--- config.mk ---
export PLATFORM = sky130hd
export DESIGN_NAME = sample_reader_flat
export DESIGN_NICKNAME = d
export VERILOG_FILES = /design/src/rtl/oscilo_pkg.sv /design/src/rtl/sample_reader_if.sv /design/src/rtl/sample_reader.sv /design/src/flat_wrapper.sv
export SDC_FILE = /design/constraint.sdc
export NUM_CORES = 1
export LEC_CHECK = 0
export ABC_AREA = 1
export BUFFER_PORTS_ARGS = -buffer_cell sky130_fd_sc_hd__buf_2
export CAP_MARGIN = 30
export CORE_MARGIN = 1
export CORE_UTILIZATION = 30
export DETAILED_ROUTE_END_ITERATION = 12
export SLEW_MARGIN = 20
export SYNTH_ARGS = -nofsm -noshare
export SYNTH_HDL_FRONTEND = slang
export SYNTH_SLANG_ARGS = --single-unit
--- constraint.sdc ---
create_clock -name clk -period 1.43 [get_ports clk]
set_clock_uncertainty 0.05 [all_clocks]
set_input_delay 0.0715 -clock clk [delete_from_list [all_inputs] [get_ports clk]]
set_output_delay 0.0715 -clock clk [all_outputs]
set_load 0.1 [all_outputs]
--- src/rtl/oscilo_pkg.sv ---
// Shared definitions for the oscilloscope command set and the sample reader.
package oscilo_pkg;

  localparam logic [7:0] ST_INIT        = 8'hff;
  localparam logic [7:0] ST_SAMPLE_READ = 8'h22;

  localparam int SAMPLE_ADDR_WIDTH = 8;

  typedef enum logic [2:0] {
    RD_IDLE,
    RD_SEND,
    RD_WAIT,
    RD_FETCH,
    RD_FINISH
  } reader_state_t;

endpackage

--- src/rtl/sample_reader_if.sv ---
// Sample-memory read port plus the byte handshake toward the shared UART transmitter.
interface sample_reader_if #(
  parameter int ADDR_WIDTH = 8,
  parameter int DATA_WIDTH = 8
) ();

  logic [ADDR_WIDTH-1:0] mem_addr;
  logic                  mem_oe;
  logic [DATA_WIDTH-1:0] mem_data;
  logic [7:0]            tx_data;
  logic                  tx_start;
  logic                  tx_active;
  logic                  tx_done;

  modport master (
    output mem_addr, mem_oe, tx_data, tx_start,
    input  mem_data, tx_active, tx_done
  );

  modport slave (
    input  mem_addr, mem_oe, tx_data, tx_start,
    output mem_data, tx_active, tx_done
  );

endinterface

--- src/rtl/sample_reader.sv ---
// Streams header, every sample in ascending address order, then an XOR checksum to the UART.
//
// state     | meaning
// RD_IDLE   | waiting for a rising edge on activate
// RD_SEND   | byte in tx_data, waiting for the transmitter to be free
// RD_WAIT   | byte handed off, waiting for its tx_done
// RD_FETCH  | mem_addr settled, capture sample and fold it into the checksum
// RD_FINISH | frame complete, raise done
module sample_reader
  import oscilo_pkg::*;
#(
  parameter int         DATA_WIDTH = 8,
  parameter int         ADDR_WIDTH = SAMPLE_ADDR_WIDTH,
  parameter logic [7:0] HEADER     = ST_SAMPLE_READ
) (
  input  logic            clk,
  input  logic            reset,
  input  logic            activate,
  output logic            done,
  sample_reader_if.master bus
);

  localparam logic [ADDR_WIDTH:0] N_SAMPLES = {1'b1, {ADDR_WIDTH{1'b0}}};

  reader_state_t         state_q, state_nx;
  logic [ADDR_WIDTH:0]   index_q, index_nx;
  logic [7:0]            checksum_q, checksum_nx;
  logic                  csum_sent_q, csum_sent_nx;
  logic [7:0]            tx_data_q, tx_data_nx;
  logic                  tx_start_q, tx_start_nx;
  logic [ADDR_WIDTH-1:0] mem_addr_q, mem_addr_nx;
  logic                  mem_oe_q, mem_oe_nx;
  logic                  done_q, done_nx;
  logic                  activate_q;
  logic                  start;
  logic [7:0]            sample;

  assign start  = activate && !activate_q;
  assign sample = 8'(bus.mem_data);

  always_ff @(posedge clk or negedge reset) begin
    if (!reset) begin
      state_q     <= RD_IDLE;
      index_q     <= '0;
      checksum_q  <= '0;
      csum_sent_q <= 1'b0;
      tx_data_q   <= '0;
      tx_start_q  <= 1'b0;
      mem_addr_q  <= '0;
      mem_oe_q    <= 1'b0;
      done_q      <= 1'b0;
      activate_q  <= 1'b0;
    end else begin
      state_q     <= state_nx;
      index_q     <= index_nx;
      checksum_q  <= checksum_nx;
      csum_sent_q <= csum_sent_nx;
      tx_data_q   <= tx_data_nx;
      tx_start_q  <= tx_start_nx;
      mem_addr_q  <= mem_addr_nx;
      mem_oe_q    <= mem_oe_nx;
      done_q      <= done_nx;
      activate_q  <= activate;
    end
  end

  always_comb begin
    state_nx     = state_q;
    index_nx     = index_q;
    checksum_nx  = checksum_q;
    csum_sent_nx = csum_sent_q;
    tx_data_nx   = tx_data_q;
    tx_start_nx  = 1'b0;
    mem_addr_nx  = mem_addr_q;
    mem_oe_nx    = mem_oe_q;
    done_nx      = done_q;

    if (state_q != RD_IDLE && !activate) begin
      // Abort: any byte already with the transmitter finishes on its own.
      state_nx  = RD_IDLE;
      mem_oe_nx = 1'b0;
    end else begin
      case (state_q)
        RD_IDLE: begin
          if (start) begin
            state_nx     = RD_SEND;
            tx_data_nx   = HEADER;
            checksum_nx  = '0;
            csum_sent_nx = 1'b0;
            index_nx     = '0;
            mem_oe_nx    = 1'b1;
            done_nx      = 1'b0;
          end else if (!activate) begin
            done_nx = 1'b0;
          end
        end
        RD_SEND: begin
          if (!bus.tx_active) begin
            tx_start_nx = 1'b1;
            state_nx    = RD_WAIT;
          end
        end
        RD_WAIT: begin
          // A tx_done coincident with our own tx_start belongs to an older byte.
          if (bus.tx_done && !tx_start_q) begin
            if (index_q < N_SAMPLES) begin
              mem_addr_nx = index_q[ADDR_WIDTH-1:0];
              state_nx    = RD_FETCH;
            end else if (!csum_sent_q) begin
              tx_data_nx   = checksum_q;
              csum_sent_nx = 1'b1;
              state_nx     = RD_SEND;
            end else begin
              state_nx = RD_FINISH;
            end
          end
        end
        RD_FETCH: begin
          tx_data_nx  = sample;
          checksum_nx = checksum_q ^ sample;
          index_nx    = index_q + 1'b1;
          state_nx    = RD_SEND;
        end
        RD_FINISH: begin
          done_nx   = 1'b1;
          mem_oe_nx = 1'b0;
          state_nx  = RD_IDLE;
        end
        default: state_nx = RD_IDLE;
      endcase
    end
  end

  assign done         = done_q;
  assign bus.mem_addr = mem_addr_q;
  assign bus.mem_oe   = mem_oe_q;
  assign bus.tx_data  = tx_data_q;
  assign bus.tx_start = tx_start_q;

endmodule

--- src/flat_wrapper.sv ---
// flat-port wrapper written by rule: the top's interface ports become plain ports
module sample_reader_flat import oscilo_pkg::*;
#(
  parameter int         DATA_WIDTH = 8,
  parameter int         ADDR_WIDTH = SAMPLE_ADDR_WIDTH,
  parameter logic [7:0] HEADER     = ST_SAMPLE_READ
)
  (clk, reset, activate, done, bus_mem_addr, bus_mem_oe, bus_tx_data, bus_tx_start, bus_mem_data, bus_tx_active, bus_tx_done);
  sample_reader_if #(.ADDR_WIDTH(ADDR_WIDTH), .DATA_WIDTH(DATA_WIDTH)) bus_i ();
  input  logic clk;
  input  logic reset;
  input  logic activate;
  output logic done;
  output wire logic [$bits(bus_i.mem_addr)-1:0] bus_mem_addr;
  output wire logic [$bits(bus_i.mem_oe)-1:0] bus_mem_oe;
  output wire logic [$bits(bus_i.tx_data)-1:0] bus_tx_data;
  output wire logic [$bits(bus_i.tx_start)-1:0] bus_tx_start;
  input wire logic [$bits(bus_i.mem_data)-1:0] bus_mem_data;
  input wire logic [$bits(bus_i.tx_active)-1:0] bus_tx_active;
  input wire logic [$bits(bus_i.tx_done)-1:0] bus_tx_done;
  assign bus_mem_addr = bus_i.mem_addr;
  assign bus_mem_oe = bus_i.mem_oe;
  assign bus_tx_data = bus_i.tx_data;
  assign bus_tx_start = bus_i.tx_start;
  assign bus_i.mem_data = bus_mem_data;
  assign bus_i.tx_active = bus_tx_active;
  assign bus_i.tx_done = bus_tx_done;
  sample_reader #(.DATA_WIDTH(DATA_WIDTH), .ADDR_WIDTH(ADDR_WIDTH), .HEADER(HEADER)) u_core (.clk(clk), .reset(reset), .activate(activate), .done(done), .bus(bus_i));
endmodule
---- Word level (Yosys, flattened, before mapping) ----
Index checks and enable logic that the tools add are counted.
word-level totals
  logic and storage cells ................. 75
  output and inout bits ................... 19
  input port bits ......................... 13
  register bits after elaboration ......... 41
operators by class
  multiplexer cells ....................... 29
  reductions and logical operators ........ 20
  bitwise logic cells ..................... 2
  equality and inequality tests ........... 12
  order comparisons ....................... 1
  $add $sub $neg .......................... 1
operator list
  operator             count
  $mux 8               5
  $pmux 8 s3           1
  $mux 3               6
  $pmux 9 s2           1
  $pmux 8 s2           1
  $pmux 3 s4           1
  $mux 1               10
  $add 9x1->9 const B  1
  $lt 9x9->1 const B   1
  $mux 9               1
  $reduce_and 3->1     3
  $reduce_bool 3->1    3
  $xor 8x8->8          1
  $eq 3x2->1 const B   2
  $ne 3x1->1 const B   2
  $ne 3x2->1 const B   2
  $pmux 1 s2           3
  $reduce_and 6->1     1
  $reduce_bool 2->1    3
  $reduce_and 5->1     1
  $ne 2x1->1 const B   2
  $ne 2x2->1 const B   2
  $reduce_and 4->1     1
  $eq 3x1->1 const B   1
  other kinds (6)      10

---- Longest topological paths before layout ----
  word-level depth ........................ 5
  mapped depth ............................ 9
  mapped depth without buffers ............ 8

---- Least setup slack after synthesis ----
Ideal clock, no wire load.
  path type ............................... register to register
  start ................................... register u_core.tx_start_q, in the netlist u_core.bus.tx_start
  end ..................................... register u_core.mem_addr_q[5], in the netlist u_core.bus.mem_addr[5]
  arrival ................................. 1.615 ns
  period minus slack after synthesis ...... 1.739 ns
  required time ........................... 1.306 ns
  path slack .............................. -0.309 ns
  path buffers ............................ 1
  cell stages (with the launch flop) ...... 8
  library setup time ...................... 0.074 ns
  cells stage by stage .................... dfrtp_1 inv_1 nand2_1 nor2_1 nand3_2 buf_4 nand2_1 o21ai_2
between the ends
  longest elaborated chain between the ends .. 3
RTL lines
  element                     RTL line              RTL
  start, declared             sample_reader.sv:30   logic tx_start_q, tx_start_nx;
  start signal, assigned      sample_reader.sv:59   tx_start_q <= tx_start_nx;
  $logic_not 1->1             sample_reader.sv:105  if (bus.tx_done && !tx_start_q) begin
  $logic_and 1x1->1           sample_reader.sv:105
  $reduce_and 4->1 (no line)  n/a
  end signal, assigned        sample_reader.sv:60   mem_addr_q <= mem_addr_nx;
  end, declared               sample_reader.sv:31   logic [ADDR_WIDTH-1:0] mem_addr_q, mem_addr_nx;
No other way between the ends.
A chain may end at the register's enable or synchronous reset.

---- Worst setup path after layout ----
  start ................................... register u_core.state_q[2]
  end ..................................... register u_core.index_q[4]
between the ends
  longest elaborated chain between the ends .. 4
  elaborated cells between the ends (all ways) .. 9
  classes of those cells .................. eq/ne (2); mux (1); bitwise (1); reduce/logical (5)
RTL lines
  element                                                             RTL line             RTL
  start, declared                                                     sample_reader.sv:25  reader_state_t state_q, state_nx;
  start signal, assigned                                              sample_reader.sv:54  state_q <= state_nx;
  parallel branches: the longest is 4 deep, another holds $eq 3x2->1  n/a
  end signal, assigned                                                sample_reader.sv:55  index_q <= index_nx;
  end, declared                                                       sample_reader.sv:26  logic [ADDR_WIDTH:0] index_q, index_nx;
Parallel ways; which one is timed is not known.

==> reports/results.ini <==
[run_status]
outcome = finished, violations left
violations = negative setup slack

[pwr]
power.density_nw_per_um2 = 1920
p_clk_share_pct = 12.9
switching_share_pct = 52.6
pwr-share-seq_pct = 27.6
leakagePower_nw = 1.47
p_int_w = 0.00277
combPwrFrac_pct = 59.4
p_switching_w = 0.00308
vdd_drop_max_uv = 811

[detailed_routing]
firstDrtPassIters = 4
via_per_inst = 4.50
wl_per_cell_um = 11.7
initialDrtViolationCount = 93
wirelength_um = 5200
drtAntennaViolNets = 0
vias = 2002
route.detailed.drc = 0

[clocking]
clock-sinks = 41
cts_buffer_depth = 2
cts_tree = done
numCtsBuffers = 5
clkLatencyLatePin_ns = 0.30
clk_pin_slew_worst_paths_ns = 0.08
clock_tree.root_cell = clkbuf_8
htreeDepth = 2

[worst_setup_path]
required_ns = 1.56
slowest_stage = dfrtp_2
critPathKind = reg2reg
startpoint_type = register
worstPathArrival_ns = 1.58
end_kind = register
worstPathCellList = nor2_8 > nand2_4 > nand2_8 > nand3_4 > buf_12 > nand2_1 > o21ai_1
cp_max_fo = 10
slowest_delay_ns = 0.49

[floorplan]
start_util_pct = 31.0
num_rows = 32
die_height_um = 91.6
die_w_um = 91.6
ios = 32
core_um2 = 7770
die_area_um2 = 8400

[synthesis]
synthCells = 282
yosysWarnings = 0
seq_area_frac_synth_pct = 42.6
avgSynthCellArea_um2 = 8.55
ys_types = 31
yosys_register_bits = 41
syn_area_um2 = 2410
syn-num-nets = 296

[final_layout]
synthToLayoutAreaGrowth_pct = 26.5
drive_above_1_share_pct = 37.3
insertedDiodeCount = 0
final_cell_area_um2 = 3050
nets = 356

[sta]
setup_viol = 12
drv_slew = 0
fin_crit_sh_pct = 101
hold_viol_final = 0
fin_crit_ns = 1.45
clock.fmax_mhz = 690
grt_setup_unrepaired = yes
fin_ws_ns = -0.0187
slew_headroom_pct = 67.5
tightest_slew_ns = 0.490
hold_ws_ns = 0.0511

[grt]
antenna_found_initial = 0
grt_max_degree = 28
grt_use_total_pct = 13.2
grt_pass1_vias = 1876
grt_pass1_wl_um = 8770
grt_overflow = 0

[min_path]
hold_class = in2reg

[placed_design]
dp_hpwl_um = 3790
place_area_um2 = 2830
io_buffers = 31
place.gp.congestion = 0.860

[job]
cap_violations = 0

metrics by stage:
stage	setup slack (ns)	total power (W)	util, %	cells	setup TNS (ns)
final	-0.0187	0.00586	39.3	445	-0.0910
after global routing	-0.0820	0.00620	39.3	445	-1.51
after CTS	0.00000655	0.00582	38.5	445	0
after detailed placement	-0.103	0.00489	36.5	431	-1.69
after global placement	-0.0713	0.00487	36.5	431	-0.763
after floorplan	-0.0268	0.00423	-	282	-0.268
repair_timing:
item / CTS / global route
endpoints found under the setup margin: 37 / 37
pin swaps: 3 / 5
gates cloned: 2 / 0
gates resized for setup: 11 / 23
buffers inserted: 1 / 0
hold buffers: 3 / 0
hold endpoints to repair: 43 / 0
power by group through the flow:
stage	Sequential (W)	Clock, W	Combinational, W
finish	0.00162	0.000757	0.00348
CTS	0.00162	0.000785	0.00342
global route	0.00166	0.000814	0.00372
detailed placement	0.00164	0	0.00325
floorplan	0.00258	0	0.00165
global placement	0.00163	0	0.00324
sequential cells by signal, summed over array words and instances (netlist names), 3 cells and up:
register,count
u_core.bus.mem_addr,8
u_core.bus.tx_data,8
u_core.checksum_q,8
u_core.index_q,9
u_core.state_q,3
cell type report:
| cell class | count | area (um^2) |
|---|---|---|
| clock buffers | 6 | 72.6 |
| clock inverters | 2 | 10.0 |
| fillers | 783 | 4720 |
| inverters | 30 | 138 |
| multi-input cells | 204 | 1220 |
| flip-flops and latches | 41 | 1030 |
| well taps | 102 | 128 |
| repair buffers | 59 | 442 |
| repair inverters | 1 | 6.26 |
cell families (layout without fill, tap and decap cells):
kind of cell / Yosys count / count (layout) / share of synthesized area (%)
AND/OR/NAND/NOR: 157 / 158 / 33.3
AO/OA/AOI/OAI: 35 / 35 / 10.1
buffers and inverters: 38 / 98 / 9.86
XOR/XNOR: 10 / 10 / 3.63
adder cells (fa/ha/maj): 1 / 1 / 0.519
flip-flops: 41 / 41 / 42.6
layer usage:
| layer | global-route usage, % | wire (um) | vias to the layer above |
|---|---|---|---|
| met5 | 0 | 0 | - |
| met4 | 6.88 | 99 | 0 |
| met3 | 2.40 | 150 | 7 |
| met2 | 20.6 | 2420 | 31 |
| met1 | 17.4 | 2530 | 932 |
| li1 | - | - | 1032 |
Yosys cell counts (all sizes together):
cell	number	area, um^2
a21oi	2	10.0
and3	1	6.26
buf	7	96.3
clkbuf	1	13.8
dfrtp	41	1030
ha	1	12.5
inv	30	128
nand2	93	410
nand3	33	213
nand3b	1	7.51
nand4	8	50.1
nor2	19	106
nor3	2	10.0
o21ai	33	233
xnor2	7	61.3
xor2	3	26.3
cells in the final DEF, fill, tap and decap left out, types with 6 or more instances in the layout:
| cell type | n |
|---|---|
| nor2_1 | 10 |
| dfrtp_1 | 38 |
| nand4_1 | 8 |
| nand2_2 | 9 |
| xnor2_1 | 7 |
| nor2_2 | 7 |
| o21ai_0 | 7 |
| nand2_4 | 7 |
| nand2_1 | 76 |
| o21ai_2 | 20 |
| buf_2 | 31 |
| nand3_1 | 27 |
| o21ai_1 | 6 |
| buf_4 | 16 |
| inv_1 | 24 |
final timing paths:
kind	start	end	slack [ns]	cells past startpoint
setup / recovery	u_core.state_q[2]$_DFFE_PN0P_	u_core.index_q[4]$_DFFE_PN0P_	-0.02	7
hold / removal	bus_mem_data[5]	u_core.checksum_q[5]$_DFFE_PN0P_	0.05	4
setup reg to reg	u_core.state_q[2]$_DFFE_PN0P_	u_core.index_q[4]$_DFFE_PN0P_	-0.02	7
hold reg to reg	u_core.bus.tx_data[7]$_DFFE_PN0P_	u_core.bus.tx_data[7]$_DFFE_PN0P_	0.42	2
max in group asynchronous	reset	u_core.bus.tx_data[5]$_DFFE_PN0P_	0.68	3
min in group asynchronous	reset	u_core.bus.tx_start$_DFF_PN0_	0.18	2
critical path: cells and delay by family, from the launching register on:
family / cells / cell delay (ns)
flops: 1 / 0.49
buf+inv: 1 / 0.17
compound gates: 1 / 0.06
simple gates: 5 / 0.56
Note: power is estimated with default switching activity, not from simulation.
